`config.mk`:
```
export PLATFORM = sky130hd
export DESIGN_NAME = multi_ranging_ctrl
export DESIGN_NICKNAME = d
export VERILOG_FILES = /design/src/rtl/multi_ranging_ctrl.sv
export SDC_FILE = /design/constraint.sdc
export NUM_CORES = 1
export LEC_CHECK = 0
export BUFFER_PORTS_ARGS = -buffer_cell sky130_fd_sc_hd__buf_2
export CAP_MARGIN = 20
export CORE_ASPECT_RATIO = 1.2
export CORE_MARGIN = 2
export CORE_UTILIZATION = 52
export DETAILED_ROUTE_END_ITERATION = 16
export PLACE_DENSITY = 0.78
export SLEW_MARGIN = 25
export SYNTH_ARGS = -nofsm -noshare
export SYNTH_HDL_FRONTEND = slang
export SYNTH_SLANG_ARGS = --single-unit
```
`constraint.sdc`:
```
create_clock -name CLK_50M -period 4.3 [get_ports CLK_50M]
set_input_delay 0.86 -clock CLK_50M [delete_from_list [all_inputs] [get_ports CLK_50M]]
set_output_delay 0.86 -clock CLK_50M [all_outputs]
set_load 0.1 [all_outputs]
```
`src/rtl/multi_ranging_ctrl.sv`:
```
// Round-robin multi-channel ultrasonic ranging controller: fires one trigger at a
// time, times the echo pulse, converts it to cm and keeps a per-channel distance bank.
module multi_ranging_ctrl #(
    parameter int CH_NUM      = 4,
    parameter int DATA_W      = 16,
    parameter int TRIG_CYC    = 500,
    parameter int CYC_PER_CM  = 2900,
    parameter int MAX_CM      = 400,
    parameter int RISE_TO_CYC = 1_500_000,
    parameter int GAP_CYC     = 3_000_000,
    localparam int CH_W       = (CH_NUM > 1) ? $clog2(CH_NUM) : 1
) (
    input  logic                     CLK_50M,
    input  logic                     RST,
    input  logic                     enable,
    input  logic [DATA_W-1:0]        near_thr,
    input  logic [CH_NUM-1:0]        Echo,
    output logic [CH_NUM-1:0]        Trig,
    output logic [DATA_W-1:0]        o_data,
    output logic [CH_W-1:0]          o_ch,
    output logic                     o_valid,
    output logic                     o_timeout,
    output logic [CH_NUM*DATA_W-1:0] dist_all,
    output logic [CH_NUM-1:0]        near
);

    localparam int CNT_MAX0 = (TRIG_CYC > RISE_TO_CYC) ? TRIG_CYC : RISE_TO_CYC;
    localparam int CNT_MAX  = (CNT_MAX0 > GAP_CYC) ? CNT_MAX0 : GAP_CYC;
    localparam int CNT_W    = (CNT_MAX > 1) ? $clog2(CNT_MAX) : 1;
    localparam int SUB_W    = (CYC_PER_CM > 1) ? $clog2(CYC_PER_CM) : 1;

    localparam logic [CNT_W-1:0]  TRIG_LAST = CNT_W'(TRIG_CYC - 1);
    localparam logic [CNT_W-1:0]  RISE_LAST = CNT_W'(RISE_TO_CYC - 1);
    localparam logic [CNT_W-1:0]  GAP_LAST  = CNT_W'(GAP_CYC - 1);
    localparam logic [SUB_W-1:0]  SUB_LAST  = SUB_W'(CYC_PER_CM - 1);
    localparam logic [DATA_W-1:0] CM_MAX    = DATA_W'(MAX_CM);
    localparam logic [CH_W-1:0]   LAST_CH   = CH_W'(CH_NUM - 1);

    localparam logic [2:0] S_IDLE = 3'd0;
    localparam logic [2:0] S_TRIG = 3'd1;
    localparam logic [2:0] S_WAIT = 3'd2;
    localparam logic [2:0] S_MEAS = 3'd3;
    localparam logic [2:0] S_GAP  = 3'd4;

    logic [2:0]          r_state;
    logic [CH_W-1:0]     r_ch;
    logic [CNT_W-1:0]    r_cnt;
    logic [SUB_W-1:0]    r_sub;
    logic [DATA_W-1:0]   r_cm;
    logic [CH_NUM-1:0]   r_s1, r_s2, r_s3;
    logic [DATA_W-1:0]   r_data;
    logic [CH_W-1:0]     r_och;
    logic                r_valid;
    logic                r_tmo;
    logic [CH_NUM*DATA_W-1:0] r_dist;
    logic [CH_NUM-1:0]   r_near;

    logic                w_rise, w_fall, w_wrap, w_post, w_post_tmo;
    logic [DATA_W-1:0]   w_cm_next, w_post_val;

    // The measure window runs from the rise-detect cycle to the fall-detect cycle,
    // so the fall cycle's own count is included via w_cm_next.
    always_comb begin
        w_rise     = r_s2[r_ch] & ~r_s3[r_ch];
        w_fall     = ~r_s2[r_ch] & r_s3[r_ch];
        w_wrap     = (r_sub == SUB_LAST);
        w_cm_next  = w_wrap ? r_cm + 1'b1 : r_cm;
        w_post     = 1'b0;
        w_post_tmo = 1'b0;
        case (r_state)
            S_WAIT: if (!w_rise && r_cnt == RISE_LAST) begin
                w_post     = 1'b1;
                w_post_tmo = 1'b1;
            end
            S_MEAS: if (w_cm_next == CM_MAX) begin
                w_post     = 1'b1;
                w_post_tmo = 1'b1;
            end else if (w_fall) begin
                w_post     = 1'b1;
            end
            default: ;
        endcase
        w_post_val = w_post_tmo ? CM_MAX : w_cm_next;
    end

    // Decoded from the async-reset state so Trig drops the instant RST asserts.
    always_comb begin
        Trig = '0;
        if (r_state == S_TRIG) Trig[r_ch] = 1'b1;
    end

    always_ff @(posedge CLK_50M or negedge RST) begin
        if (!RST) begin
            r_state <= S_IDLE;
            r_ch    <= '0;
            r_cnt   <= '0;
            r_sub   <= '0;
            r_cm    <= '0;
            r_s1    <= '0;
            r_s2    <= '0;
            r_s3    <= '0;
        end else begin
            r_s1 <= Echo;
            r_s2 <= r_s1;
            r_s3 <= r_s2;
            case (r_state)
                S_IDLE: if (enable) begin
                    r_state <= S_TRIG;
                    r_cnt   <= '0;
                end
                S_TRIG: if (r_cnt == TRIG_LAST) begin
                    r_state <= S_WAIT;
                    r_cnt   <= '0;
                end else begin
                    r_cnt <= r_cnt + 1'b1;
                end
                S_WAIT: if (w_rise) begin
                    r_state <= S_MEAS;
                    r_sub   <= '0;
                    r_cm    <= '0;
                end else if (w_post) begin
                    r_state <= S_GAP;
                    r_cnt   <= '0;
                end else begin
                    r_cnt <= r_cnt + 1'b1;
                end
                S_MEAS: if (w_post) begin
                    r_state <= S_GAP;
                    r_cnt   <= '0;
                end else begin
                    r_sub <= w_wrap ? '0 : r_sub + 1'b1;
                    r_cm  <= w_cm_next;
                end
                S_GAP: if (r_cnt == GAP_LAST) begin
                    r_cnt   <= '0;
                    r_ch    <= (r_ch == LAST_CH) ? '0 : r_ch + 1'b1;
                    r_state <= enable ? S_TRIG : S_IDLE;
                end else begin
                    r_cnt <= r_cnt + 1'b1;
                end
                default: r_state <= S_IDLE;
            endcase
        end
    end

    always_ff @(posedge CLK_50M or negedge RST) begin
        if (!RST) begin
            r_valid <= 1'b0;
            r_data  <= '0;
            r_och   <= '0;
            r_tmo   <= 1'b0;
            r_dist  <= '0;
            r_near  <= '0;
        end else begin
            r_valid <= w_post;
            if (w_post) begin
                r_data <= w_post_val;
                r_och  <= r_ch;
                r_tmo  <= w_post_tmo;
                for (int unsigned k = 0; k < CH_NUM; k++) begin
                    if (r_ch == CH_W'(k)) begin
                        r_dist[k*DATA_W +: DATA_W] <= w_post_val;
                        r_near[k] <= !w_post_tmo && (w_post_val < near_thr);
                    end
                end
            end
        end
    end

    assign o_data    = r_data;
    assign o_ch      = r_och;
    assign o_valid   = r_valid;
    assign o_timeout = r_tmo;
    assign dist_all  = r_dist;
    assign near      = r_near;

endmodule

```
==> results of run 1 <==
[layout make-up]
| cell class | count | share of cell area, % |
|---|---|---|
| clock buffers | 17 | 4.48 |
| multi-input cells | 538 | 40.2 |
| well taps | 204 | 2.69 |
| repair buffers | 139 | 8.18 |
| flip-flops and latches | 155 | 40.8 |
| inverters | 38 | 1.50 |
| clock inverters | 15 | 2.11 |
[final timing paths]
kind	end	slack, ns	cells after the start
worst max-delay path	near[1]$_DFFE_PN0P_	0.31	15
min in group asynchronous	dist_all[12]$_DFFE_PN0P_	0.50	1
worst min-delay path	r_s2[1]$_DFF_PN0_	0.35	0
worst min register to register	r_s2[1]$_DFF_PN0_	0.35	0
max in group asynchronous	r_s1[1]$_DFF_PN0_	2.96	2
worst max register to register	near[1]$_DFFE_PN0P_	0.31	15
[worst max-delay path, stage by stage, from the launching register on]
cell and delay, ns:
dfrtp_1 0.39, ha_1 0.18, or4b_1 0.46, buf_4 0.18
or4_1 0.52, or3_1 0.43, xor2_1 0.17, nor2_1 0.16
ha_1 0.27, a21o_1 0.18, a21o_1 0.17, a21oi_1 0.14
o31ai_1 0.08, a31oi_1 0.16, and4b_1 0.29, a22o_1 0.16
[timing repair]
action                     in CTS  in global routing
gates resized for setup         0                  8
setup endpoints to repair       0                  4
buffers inserted                0                  2
[flip-flops by register name (all words and copies together) (netlist names)]
signal     cells
r_s1           4
o_ch           2
o_timeout      1
near           4
r_cnt         22
r_s2           4
r_ch           2
r_sub         12
o_data        16
r_s3           4
dist_all      64
r_cm          16
r_state        3
o_valid        1
[logic make-up (layout without fill, tap and decap cells)]
logic type	after synthesis	after routing	synth area share (%)
adder cells (fa/ha/maj)	22	22	3.43
AO/OA/AOI/OAI	199	199	19.8
flip-flops	155	155	48.3
XOR/XNOR	15	15	1.64
buffers and inverters	82	209	4.69
AND/OR/NAND/NOR	265	265	16.8
multiplexers	37	37	5.41
[routing by layer]
metal  vias up  GRT usage, %  routed length, um
li1       3118             -                  -
met1      3425          35.5               9240
met2       310          45.2              10700
met3        47          4.89               1360
met4         0          9.96                558
met5         -             0                  0
[power groups by stage]
stage / Combinational (mW) / Clock, mW / Sequential [mW]
final: 1.24 / 1.55 / 1.64
after global routing: 1.32 / 1.63 / 1.65
after CTS: 1.23 / 1.57 / 1.64
after detailed placement: 1.23 / 0 / 1.67
after global placement: 1.21 / 0 / 1.66
after floorplan: 0.690 / 0 / 1.92
[cell usage in the layout, fill, tap and decap left out, types with 12 or more instances in the layout]
cell type	n
a21oi_1	15
a22o_1	52
and3_1	15
buf_2	113
buf_4	24
clkbuf_16	17
dfrtp_1	155
ha_1	22
inv_1	38
mux2_2	31
nand2_1	55
nand3_1	32
nand4_1	14
nor2_1	64
nor3_1	19
nor4_1	12
o211ai_1	14
o21ai_0	25
o221ai_1	14
o31ai_1	13
[stage by stage]
| step | setup slack, ns | hold slack (ns) | cell area, um2 | utilization, % |
|---|---|---|---|---|
| 6_report | 0.306 | 0.345 | 9500 | 63.2 |
| 3_5_place_dp | 0.153 | 0.335 | 8810 | 58.7 |
| 5_1_grt | 0.0262 | 0.353 | 9500 | 63.2 |
| 3_3_place_gp | 0.243 | 0.333 | 8810 | 58.7 |
| 2_1_floorplan | 0.214 | 0.331 | 8030 | - |
| 4_1_cts | 0.153 | 0.347 | 9440 | 62.8 |
==> results.sh, run 1 <==
export IMPL_status="finished clean"
export IMPL_die_x_um=117
export IMPL_internal_power_mw=2.72
export IMPL_clock_latency_ns=0.44
export IMPL_place_inst=1072
export IMPL_seq_area_um2=3880
export IMPL_ios=115
export IMPL_crit_path_start_kind="flip-flop"
export IMPL_async_reset_ff_share_pct=100
export IMPL_core_um2=15000
export IMPL_fillers=1194
export IMPL_synth_cell_types=72
export IMPL_antenna_left=0
export IMPL_synth_area_um2=8030
export IMPL_ys_top_cells_by_area="dfrtp_1 48%, a22o_1 5.7%, mux2_2 4.3%"
export IMPL_clk_pin_slew_worst_paths_ns=0.07
export IMPL_crit_start="r_sub[0]$_DFFE_PN0P_"
export IMPL_ys_seq_elements=155
export IMPL_max_freq_mhz=250
export IMPL_leakagePower_nw=4.67
export IMPL_drv_cap=0
export IMPL_grt_overflow=0
export IMPL_die_height_um=140
export IMPL_layout_min_cycle_time_ns=3.99
export IMPL_required_ns=4.67
export IMPL_yosysTopAreaCellShare_pct=48.3
export IMPL_area_growth_pct=18.2
export IMPL_clkSinkCount=155
export IMPL_fin_crit_sh_pct=92.9
export IMPL_finalSetupViolCount=0
export IMPL_fin_skew_ns=0.0115
export IMPL_synthesis_nets=820
export IMPL_antenna_found_initial=0
export IMPL_grt_use_total_pct=27.1
export IMPL_synthTopCellsByCount="155 x dfrtp_1, 65 x nor2_1, 56 x nand2_1"
export IMPL_synth_edf_count=0
export IMPL_n_antenna_cell=0
export IMPL_min_path_type="flip-flop to flip-flop"
export IMPL_p_sw_share_pct=38.7
export IMPL_drt_pass1_iter_count=5
export IMPL_numPortBuffers=114
export IMPL_p_total_mw=4.43
export IMPL_avgViaCountPerCell=6.24
export IMPL_powerDensity_nw_per_um2=466
export IMPL_syn_avg_cell_area_um2=10.4
export IMPL_hold_start="r_s1[1]$_DFF_PN0_"
export IMPL_pwr_share_seq_pct=37.1
export IMPL_netlist_top_cell_by_area="dfrtp_1"
export IMPL_hold_viol=0
export IMPL_place_gp_congestion=0.958
export IMPL_root_buffer="clkbuf_16"
export IMPL_ctsHoldBuffers=0
export IMPL_cp_arrival_ns=4.36
export IMPL_r2r_start="r_sub[0]$_DFFE_PN0P_"
export IMPL_grt_max_degree=99
export IMPL_worst_pin_slew_ns=0.896
export IMPL_drv_slew=0
export IMPL_grt_pass1_wl_mm=35.6
export IMPL_cts_tree="done"
export IMPL_initial_core_util_pct=53.5
export IMPL_drive_gt1_share_pct=25.2
export IMPL_tns_ns=0
export IMPL_htree_levels=4
export IMPL_synthFlopType="dfrtp_1"
export IMPL_share_comb_of_total_power_pct=28.0
export IMPL_syn_inst=775
export IMPL_fp_row_count=49
export IMPL_worstSetupEndpointType="flip-flop"
export IMPL_synth_most_common_cell="dfrtp_1"
export IMPL_dr_total_vias=6900
export IMPL_ys_seq_area_share_pct=48.3
export IMPL_worstSetupPathType="flip-flop to flip-flop"
export IMPL_drc=0
export IMPL_ir_drop_uv=248
export IMPL_netSwitchingPower_mw=1.71
export IMPL_slew_headroom_pct=40.1
export IMPL_grt_pass1_vias=6610
export IMPL_finalNonFillerCells=1106
export IMPL_rsz0062_at_grt="false"
export IMPL_cts_path_max_buffers=2
export IMPL_dieArea_um2=16500
export IMPL_nets=934
export IMPL_multi_input_area_um2=3820
export IMPL_power_frac_clock_pct=34.9
export IMPL_dp_hpwl_mm=15.2
export IMPL_cts_buffers=17
export IMPL_path_max_fanout=6
export IMPL_dr_first_iter_drc_count=682
export IMPL_wl_per_cell_um=19.7
export IMPL_routed_wl_mm=21.8
export IMPL_yosysWarnings=0
No activity file was read; power rests on OpenSTA's default activity.
==> run 2: changes to the inputs <==
--- a/config.mk
+++ b/config.mk
@@ -5,13 +5,14 @@
 export SDC_FILE = /design/constraint.sdc
 export NUM_CORES = 1
 export LEC_CHECK = 0
+export ABC_AREA = 1
 export BUFFER_PORTS_ARGS = -buffer_cell sky130_fd_sc_hd__buf_2
 export CAP_MARGIN = 20
 export CORE_ASPECT_RATIO = 1.2
 export CORE_MARGIN = 2
-export CORE_UTILIZATION = 52
+export CORE_UTILIZATION = 57
 export DETAILED_ROUTE_END_ITERATION = 16
-export PLACE_DENSITY = 0.78
+export PLACE_DENSITY = 0.82
 export SLEW_MARGIN = 25
 export SYNTH_ARGS = -nofsm -noshare
 export SYNTH_HDL_FRONTEND = slang
==> constraint.sdc (replaced) <==
create_clock -name CLK_50M -period 4.1 [get_ports CLK_50M]
set_input_delay 0.82 -clock CLK_50M [delete_from_list [all_inputs] [get_ports CLK_50M]]
set_output_delay 0.82 -clock CLK_50M [all_outputs]
set_load 0.005 [all_outputs]
==> run 2 against run 1 <==
Sequential share of layout area increased by 1.8 points. Power decreased by 31%. First-iteration DRC count decreased by 18%. Flip-flop and latch count unchanged. Worst hold slack improved by 0.0035 ns. Global-route usage increased by 0.18 points. Highest routed layer unchanged.
==> results.sh, run 2 <==
export IMPL_synthFlopType="dfrtp_1"
export IMPL_powerDensity_nw_per_um2=338
export IMPL_grt_pass1_vias=6631
export IMPL_dp_slack_ns=0.322
export IMPL_cpMostUsedCell="nand2_1"
export IMPL_grt_pass1_wl_mm=32.3
export IMPL_avgViaCountPerCell=5.53
export IMPL_dp_hpwl_mm=14.2
export IMPL_area_growth_pct=16.6
export IMPL_yosysWarnings=0
export IMPL_pwr_share_seq_pct=49.9
export IMPL_finalSetupViolCount=0
export IMPL_power_frac_clock_pct=48.1
export IMPL_place_inst=1246
export IMPL_leakagePower_nw=4.92
export IMPL_dr_first_iter_drc_count=562
export IMPL_cpMaxStageDelayCell="nor2_1"
export IMPL_htree_levels=4
export IMPL_crit_path_start_kind="flip-flop"
export IMPL_largest_register_ffs=64
export IMPL_wl_per_cell_um=15.4
export IMPL_async_reset_ff_share_pct=100
export IMPL_final_common_cell="nand2_1"
export IMPL_fin_ws_ns=0.482
export IMPL_path_max_fanout=16
export IMPL_grt_use_total_pct=27.3
export IMPL_fin_crit_sh_pct=88.2
export IMPL_clock_latency_ns=0.43
export IMPL_cp_cell_sequence="ha_1, nand2_2, nor2_4, nand2_2, nor2_8, nand2_1, nand2_1, inv_1, nand2_1, nor2_1, nand2_1, nor2_1, nand2_2, nand2_4, nor2_1, ha_1, a21oi_1, o221ai_1, nor2_1, nand3_1, nand2_1"
export IMPL_grt_overflow=0
export IMPL_ios=115
export IMPL_max_stage_delay_ns=0.52
export IMPL_tns_ns=0
export IMPL_yosysTopAreaCellShare_pct=49.7
export IMPL_rsz0062_at_grt="false"
export IMPL_fillers=1038
export IMPL_cp_arrival_ns=3.99
export IMPL_initial_core_util_pct=58.7
export IMPL_min_path_type="flip-flop to flip-flop"
export IMPL_finalCoreUtilization_pct=68.5
export IMPL_drive_gt1_share_pct=17.6
export IMPL_dieArea_um2=14700
export IMPL_die_x_um=111
export IMPL_hold_path_depth=0
export IMPL_max_freq_mhz=276
export IMPL_r2r_start="r_sub[0]$_DFFE_PN0P_"
export IMPL_ys_seq_elements=155
export IMPL_synthesis_nets=1024
export IMPL_synth_most_common_cell="nand2_1"
export IMPL_synth_cell_types=41
export IMPL_drt_pass1_iter_count=6
export IMPL_die_height_um=132
export IMPL_fp_row_count=46
export IMPL_p_sw_share_pct=23.8
export IMPL_ir_drop_uv=299
export IMPL_cpLargestDelayFamily="simple AND/OR/NAND/NOR gates"
export IMPL_drv_cap=0
export IMPL_core_um2=13300
export IMPL_dr_total_vias=7070
export IMPL_antenna_found_initial=0
export IMPL_synthTopCellsByCount="318 x nand2_1, 155 x dfrtp_1, 105 x inv_1"
export IMPL_routed_wl_mm=19.7
export IMPL_cts_buffers=17
export IMPL_layout_min_cycle_time_ns=3.62
export IMPL_fin_skew_ns=0.0123
export IMPL_n_antenna_cell=0
export IMPL_syn_inst=979
export IMPL_final_cell_mix="318 x nand2_1, 155 x dfrtp_1, 113 x buf_2"
export IMPL_numPortBuffers=114
export IMPL_clkSinkCount=155
export IMPL_hold_viol=0
export IMPL_netSwitchingPower_uw=731
export IMPL_finalNonFillerCells=1278
export IMPL_hold_start="r_s1[2]$_DFF_PN0_"
export IMPL_status="finished clean"
export IMPL_dpl_instance_area_um2=8540
export IMPL_r2r_end="near[3]$_DFFE_PN0P_"
export IMPL_r2r_slack_ns=0.48
export IMPL_postCtsSetupBuffers=0
export IMPL_netlist_top_cell_by_area="dfrtp_1"
export IMPL_synth_area_um2=7810
export IMPL_grt_max_degree=104
export IMPL_worst_path_buf_inv=1
export IMPL_ff2ff_path_depth=21
export IMPL_syn_avg_cell_area_um2=7.97
export IMPL_slew_headroom_pct=36.7
export IMPL_root_buffer="clkbuf_16"
export IMPL_internal_power_mw=2.35
export IMPL_worstSetupPathType="flip-flop to flip-flop"
export IMPL_p_total_mw=3.08
export IMPL_worst_pin_slew_ns=0.949
export IMPL_ys_top_cells_by_area="dfrtp_1 50%, nand2_1 15%, inv_1 5.0%"
export IMPL_worstSetupEndpointType="flip-flop"
export IMPL_final_area_um2=9110
export IMPL_antenna_left=0
export IMPL_fin_hold_ws_ns=0.349
export IMPL_ys_seq_area_share_pct=49.7
export IMPL_cts_tree="done"
export IMPL_cts_path_max_buffers=2
export IMPL_required_ns=4.47
export IMPL_share_comb_of_total_power_pct=1.9
export IMPL_hold_path_end="r_s2[2]$_DFF_PN0_"
export IMPL_drv_slew=0
export IMPL_drc=0
export IMPL_place_gp_congestion=0.957
export IMPL_clk_pin_slew_worst_paths_ns=0.07
export IMPL_nets=1142
export IMPL_synth_edf_count=0
==> run 2: changes by cell type after synthesis, sizes merged, moves of 12 or more <==
cell,change
nand2,+271
inv,+76
a22o,-52
mux2,-31
o21ai,+29
nor2,+28
clkbuf,-23
nand3,+21
o211ai,-14
a31oi,+13
and3,-13
o221ai,-13
a21oi,+12
==> run 2: layout make-up <==
cell class	count	area, um2	area share, %
multi-input combinational	682	3360	36.9
sequential	155	3880	42.6
clock buffer	17	425	4.67
timing repair buffer	124	664	7.30
tap	168	210	2.31
clock inverter	15	130	1.43
inverter	117	439	4.82
==> run 2: kinds of logic after synthesis <==
kind of cell	synth area share, %
AND/OR/NAND/NOR	30.0
flip-flops	49.7
buffers and inverters	7.39
AO/OA/AOI/OAI	8.54
adder cells (fa/ha/maj)	3.53
XOR/XNOR	0.897
==> run 2: worst max path at each step <==
| stage | start | cells past startpoint | to |
|---|---|---|---|
| finish | r_sub[0]$_DFFE_PN0P_ | 21 | near[3]$_DFFE_PN0P_ |
| global route | r_sub[0]$_DFFE_PN0P_ | 24 | near[3]$_DFFE_PN0P_ |
| CTS | r_sub[0]$_DFFE_PN0P_ | 23 | near[3]$_DFFE_PN0P_ |
| detailed placement | r_sub[0]$_DFFE_PN0P_ | 23 | near[0]$_DFFE_PN0P_ |
| global placement | r_sub[0]$_DFFE_PN0P_ | 23 | near[3]$_DFFE_PN0P_ |
| floorplan | r_sub[0]$_DFFE_PN0P_ | 23 | near[0]$_DFFE_PN0P_ |
==> run 2: timing repair <==
action / in CTS / in global routing
setup endpoints to repair: 0 / 2
resized for setup: 0 / 2
hold buffers: 0 / 0
==> run 2: routing by layer <==
| layer | vias up | GRT usage (%) | part of all wire, % |
|---|---|---|---|
| li1 | 3398 | - | - |
| met1 | 3284 | 34.5 | 41 |
| met2 | 326 | 45.2 | 48 |
| met3 | 62 | 5.01 | 6.8 |
| met4 | 0 | 13.5 | 4.2 |
| met5 | - | 0 | 0 |
==> run 2: worst reg2reg max path: stages (launching register included) <==
cell      delay [ns]
dfrtp_1         0.35
ha_1            0.21
nand2_2         0.09
nor2_4          0.14
nand2_2         0.10
nor2_8          0.22
nand2_1         0.08
nand2_1         0.19
inv_1           0.09
nand2_1         0.07
nor2_1          0.04
nand2_1         0.06
nor2_1          0.05
nand2_2         0.08
nand2_4         0.12
nor2_1          0.52
ha_1            0.38
a21oi_1         0.19
o221ai_1        0.13
nor2_1          0.24
nand3_1         0.13
nand2_1         0.09
==> run 2: power groups by stage <==
stage	combinational, mW	sequential, mW	clock (mW)
after CTS	0.0605	1.54	1.49
after global placement	0.0595	1.57	0
final	0.0588	1.54	1.48
after detailed placement	0.0603	1.57	0
after floorplan	0.0126	1.57	0
after global routing	0.0691	1.54	1.56
